[config.mk]
export PLATFORM = sky130hd
export DESIGN_NAME = xor_pe_mcast
export DESIGN_NICKNAME = d
export VERILOG_FILES = /design/src/rtl/noc_pkg.sv /design/src/rtl/xor_operand_collector.sv /design/src/rtl/xor_pe_mcast.sv
export SDC_FILE = /design/constraint.sdc
export NUM_CORES = 1
export LEC_CHECK = 0
export ABC_AREA = 0
export BUFFER_PORTS_ARGS = -buffer_cell sky130_fd_sc_hd__buf_2
export CAP_MARGIN = 30
export CORE_MARGIN = 5
export CORE_UTILIZATION = 46
export CTS_CLUSTER_SIZE = 12
export DETAILED_ROUTE_END_ITERATION = 6
export PLACE_DENSITY = 0.82
export SYNTH_ARGS = -nofsm -noshare
export SYNTH_HDL_FRONTEND = slang
export SYNTH_SLANG_ARGS = --single-unit
[constraint.sdc]
create_clock -name clk -period 2.4 [get_ports clk]
set_input_delay 0.36 -clock clk [delete_from_list [all_inputs] [get_ports clk]]
set_output_delay 0.36 -clock clk [all_outputs]
set_load 0.03 [all_outputs]
[src/rtl/noc_pkg.sv]
// Shared NoC definitions: flit field positions and the PE control state.
package noc_pkg;

  typedef enum logic {
    COLLECT = 1'b0,
    SEND    = 1'b1
  } state_e;

  // Flit layout, MSB first: valid, single-flit marker, dest, tag/VC, payload.
  function automatic int flit_w(input int data_w, input int dest_w);
    return data_w + dest_w + 3;
  endfunction

  function automatic int valid_bit(input int data_w, input int dest_w);
    return flit_w(data_w, dest_w) - 1;
  endfunction

  function automatic int mark_bit(input int data_w, input int dest_w);
    return flit_w(data_w, dest_w) - 2;
  endfunction

  function automatic int dest_lsb(input int data_w);
    return data_w + 1;
  endfunction

  function automatic int vc_bit(input int data_w);
    return data_w;
  endfunction

endpackage

[src/rtl/xor_operand_collector.sv]
// Operand staging for the XOR PE: holds A/B and their have-flags, and strobes
// pair_done with the XOR result on the edge that completes an operand set.
module xor_operand_collector
  import noc_pkg::*;
#(
  parameter int                DATA_W = 64,
  parameter int                MODE   = 0,
  parameter logic [DATA_W-1:0] KEY    = DATA_W'(4)
) (
  input  logic              clk,
  input  logic              rst,
  input  logic              load,
  input  logic              tag,
  input  logic [DATA_W-1:0] data,
  output logic              pair_done,
  output logic [DATA_W-1:0] pair_result
);

  logic [DATA_W-1:0] op_a;
  logic [DATA_W-1:0] op_b;
  logic              have_a;
  logic              have_b;
  logic              load_a;
  logic              load_b;

  assign load_a = load & ~tag;
  assign load_b = load & tag;

  // Completion looks at the incoming operand directly so the pair fires on the
  // same edge that delivers the second half.
  always_comb begin
    // NOTE: every output gets a default first so no path through this block leaves a latch.
    pair_done   = 1'b0;
    pair_result = '0;
    if (MODE == 0) begin
      pair_done   = load_a;
      pair_result = data ^ KEY;
    end else begin
      pair_done   = (load_a & have_b) | (load_b & have_a);
      pair_result = load_a ? (data ^ op_b) : (op_a ^ data);
    end
  end

  // NOTE: the operand registers are reset too, so a partial pair never survives rst.
  always_ff @(posedge clk or posedge rst) begin
    if (rst) begin
      op_a   <= '0;
      op_b   <= '0;
      have_a <= 1'b0;
      have_b <= 1'b0;
    end else if (pair_done) begin
      have_a <= 1'b0;
      have_b <= 1'b0;
    end else begin
      if (load_a) begin
        op_a   <= data;
        have_a <= 1'b1;
      end
      if (load_b) begin
        op_b   <= data;
        have_b <= 1'b1;
      end
    end
  end

endmodule

[src/rtl/xor_pe_mcast.sv]
// XOR processing element behind a router local port: collects operands, XORs
// them, and multicasts the result flit to every entry of DEST_LIST in order.
module xor_pe_mcast
  import noc_pkg::*;
#(
  parameter int                         DATA_W    = 64,
  parameter int                         DEST_W    = 4,
  parameter int                         NUM_DEST  = 2,
  parameter int                         MODE      = 0,
  parameter logic [DATA_W-1:0]          KEY       = DATA_W'(4),
  parameter logic [NUM_DEST*DEST_W-1:0] DEST_LIST = {4'b0111, 4'b0111},
  parameter logic [NUM_DEST-1:0]        VC_LIST   = '0,
  localparam int                        FLIT_W    = flit_w(DATA_W, DEST_W)
) (
  input  logic              clk,
  input  logic              rst,
  input  logic [FLIT_W-1:0] in_flit,
  input  logic              in_valid,
  output logic              in_ready,
  output logic [FLIT_W-1:0] out_flit,
  output logic              out_valid,
  input  logic              out_ready,
  output logic              busy
);

  localparam int IDX_W     = (NUM_DEST > 1) ? $clog2(NUM_DEST) : 1;
  localparam int VALID_BIT = valid_bit(DATA_W, DEST_W);
  localparam int MARK_BIT  = mark_bit(DATA_W, DEST_W);
  localparam int DEST_LSB  = dest_lsb(DATA_W);
  localparam int VC_BIT    = vc_bit(DATA_W);

  state_e            state;
  logic [IDX_W-1:0]  idx;
  logic [DATA_W-1:0] result;
  logic              usable;
  logic              pair_done;
  logic [DATA_W-1:0] pair_result;
  logic [DEST_W-1:0] unused_in_dest;

  // The incoming dest field addressed this PE; nothing downstream needs it.
  assign unused_in_dest = in_flit[DEST_LSB +: DEST_W];

  assign in_ready  = (state == COLLECT);
  assign out_valid = (state == SEND);
  assign busy      = (state == SEND);

  // Malformed flits are still consumed; they simply never reach the collector.
  assign usable = in_valid & in_ready & in_flit[VALID_BIT] & in_flit[MARK_BIT];

  xor_operand_collector #(
    .DATA_W (DATA_W),
    .MODE   (MODE),
    .KEY    (KEY)
  ) u_collector (
    .clk         (clk),
    .rst         (rst),
    .load        (usable),
    .tag         (in_flit[VC_BIT]),
    .data        (in_flit[DATA_W-1:0]),
    .pair_done   (pair_done),
    .pair_result (pair_result)
  );

  // Decoded purely from registered state, so out_flit has no path from in_flit.
  assign out_flit = out_valid
                  ? {2'b11, DEST_LIST[int'(idx)*DEST_W +: DEST_W], VC_LIST[idx], result}
                  : '0;

  always_ff @(posedge clk or posedge rst) begin
    if (rst) begin
      // NOTE: state registers use non-blocking assignment so every flop samples pre-edge values.
      state  <= COLLECT;
      idx    <= '0;
      result <= '0;
    end else begin
      case (state)
        COLLECT: begin
          if (pair_done) begin
            result <= pair_result;
            idx    <= '0;
            state  <= SEND;
          end
        end
        SEND: begin
          if (out_ready) begin
            if (idx == IDX_W'(NUM_DEST - 1)) begin
              state <= COLLECT;
            end else begin
              idx <= idx + 1'b1;
            end
          end
        end
        default: state <= COLLECT;
      endcase
    end
  end

endmodule

==> metrics.csv <==
metric,value,unit
run_status,finished clean,
design.core.area,6350,um2
first_global_vias,2192,
post-route-period-util,88.7,%
die_h,90.7,um
cts.sinks,66,
cts_root_buf,sky130_fd_sc_hd__clkbuf_8,
die_area,8230,um2
tritoncts_clock_tree,built,
post_drt_via_cell_ratio,4.77,
cts_setup_buffers,0,
grt_setup_unrepaired,no,
r2r_start,busy,
finish.cell_count_without_fillers,444,
end_kind,output pin,
crit_fanout,48,
drt_drc_violations_left,0,
grt_pass1_wl,10.5,mm
finalInstanceArea,3880,um2
final_antenna_net_count,0,
fmax,470,MHz
dr.first_iter.drc_count,51,
timing.rr.end,result[54],
grt_start_max_net_pins,49,
final_hold_viol_count,0,
port_buffers,142,
clock_latency_late_sink,0.32,ns
rr_worst_depth,3,
pwr_density,908,nW/um2
post-synth-top-area-fraction,55.1,%
slew_violations,0,
antenna_found_initial,0,
cts_hold_repair.buffers,0,
groute.usage.overall,15.7,%
yosysWarningCount,0,
fin_hold_ws,0.0212,ns
total_leakage_power,2.07,nW
ys_ff_latch,66,
cts_inserted_buffers,9,
max-cap-violations,0,
cts_repair_resize_count,0,
global_placer_s_final_weighted_congestion,0.715,
yosysUniqueCellTypes,16,
clock_tree.htree_level_count,3,
layout.nets,438,
syn2layout_area_growth,29.6,%
final.setup.tns,0,ns
path_buf_inv,3,
setup_ws,0.270,ns
post_route_cells_drive_above_1_share,50.4,%
worst-endpoint-required,2.04,ns
routed_wirelength,6.28,mm
worstHoldPathType,in2async,
synth_top_area_cell,sky130_fd_sc_hd__dfrtp_1,
crit_type,reg2out,
placed_cells,429,
ir_drop,0.522,mV
cp_slowest_stage_delay,0.61,ns
mostFrequentLayoutCells,"sky130_fd_sc_hd__buf_2 (142), sky130_fd_sc_hd__dfrtp_1 (65), sky130_fd_sc_hd__and2_1 (63), sky130_fd_sc_hd__mux2_1 (42), sky130_fd_sc_hd__mux2_2 (21)",
die_width,90.7,um
clock-skew-final,0.00392,ns
worst_setup_hold_path_clk_slew,0.06,ns
dp_hpwl,4.69,mm
syn_inst,226,
placement.cell_area,3710,um2
worst_setup_slack_for_register_to_register_paths,0.63,ns
dp_slack,0.578,ns
wl_per_cell,14.1,um
overflow,0,
critical_path.cell_chain,buf_4 -> inv_1 -> nor2_1 -> buf_2,
pin_count,149,
multi_input_comb_area,1180,um2
mappedNetlistArea,3000,um2
mostFrequentLayoutCell,sky130_fd_sc_hd__buf_2,
final-seq-area,1650,um2
start_util,47.2,%
route.vias.total,2117,
count_of_fill_cells_added_during_filler_insertion,527,
final-setup-viol-count,0,
ctsLongestPathBuffers,2,
seq_area_frac_synth,55.1,%
startpoint_type_of_the_worst_setup_path,flip-flop,
period_needed,2.13,ns
critPathArrivalTime,1.77,ns
fp-row-count,29,
cp_top_family,buffers and inverters,
standard_cell_with_the_maximum_stage_delay_on_the_critical_path,sky130_fd_sc_hd__dfrtp_2,
avgSynthCellArea,13.3,um2
detail_route.first_pass.iterations,4,
diodes,0,
synth.area.top_cells,"sky130_fd_sc_hd__dfrtp_1 (55%), sky130_fd_sc_hd__mux2_1 (16%), sky130_fd_sc_hd__and2_1 (13%)",
## power breakdown
group / total, W / internal, W / switching [W]
Combinational: 0.00109 / 0.000449 / 0.000642
Clock: 0.000808 / 0.000425 / 0.000383
Sequential: 0.00163 / 0.00146 / 0.000164
Total: 0.00353 / 0.00234 / 0.00119
## stage by stage
stage,util [%],total power [W]
after floorplan,-,0.00244
after global placement,58.5,0.00271
after detailed placement,58.5,0.00277
after CTS,61.2,0.00359
after global routing,61.2,0.00377
final,61.2,0.00353
## flip-flops by register name (all words and copies together) (netlist names)
register  flops
busy          1
idx           1
result       64
## how the worst max path moves through the flow
stage,startpoint,to,cells past startpoint
2_1_floorplan,rst,busy,1
3_3_place_gp,busy,out_flit[2],4
3_5_place_dp,busy,out_flit[2],4
4_1_cts,busy,out_flit[2],4
5_1_grt,busy,out_flit[2],4
6_report,busy,out_flit[2],4
## final cells by class
type                       count  area share [%]
inverter                       3           0.290
sequential                    66            42.5
timing repair buffer         147            19.9
clock inverter                 2           0.322
tap                           77            2.48
multi-input combinational    136            30.4
clock buffer                  13            4.09
## kinds of logic after synthesis
family	share of synthesized area, %
buffers and inverters	5.64
other	0.125
flip-flops	55.1
multiplexers	24.0
AO/OA/AOI/OAI	0.417
AND/OR/NAND/NOR	14.7
## per-layer routing
layer | share of wire (%) | GRT usage (%) | up-vias
li1 | - | - | 1009
met1 | 40 | 18.8 | 1014
met2 | 50 | 25.1 | 86
met3 | 9.3 | 6.17 | 8
met4 | 1.3 | 6.82 | 0
met5 | 0 | 0 | -
## synth_stat cells
cell type / number
sky130_fd_sc_hd__inv_1: 3
sky130_fd_sc_hd__buf_4: 10
sky130_fd_sc_hd__a21oi_1: 1
sky130_fd_sc_hd__nor2_4: 1
sky130_fd_sc_hd__mux2_2: 21
sky130_fd_sc_hd__mux2_1: 42
sky130_fd_sc_hd__conb_1: 1
sky130_fd_sc_hd__mux2i_1: 1
sky130_fd_sc_hd__nand2_1: 1
sky130_fd_sc_hd__and2_1: 63
sky130_fd_sc_hd__buf_6: 5
sky130_fd_sc_hd__dfrtp_1: 66
sky130_fd_sc_hd__a21o_1: 1
sky130_fd_sc_hd__clkbuf_1: 7
sky130_fd_sc_hd__nor2_1: 2
sky130_fd_sc_hd__nand4b_4: 1
Power figures use the tool's default switching activity.
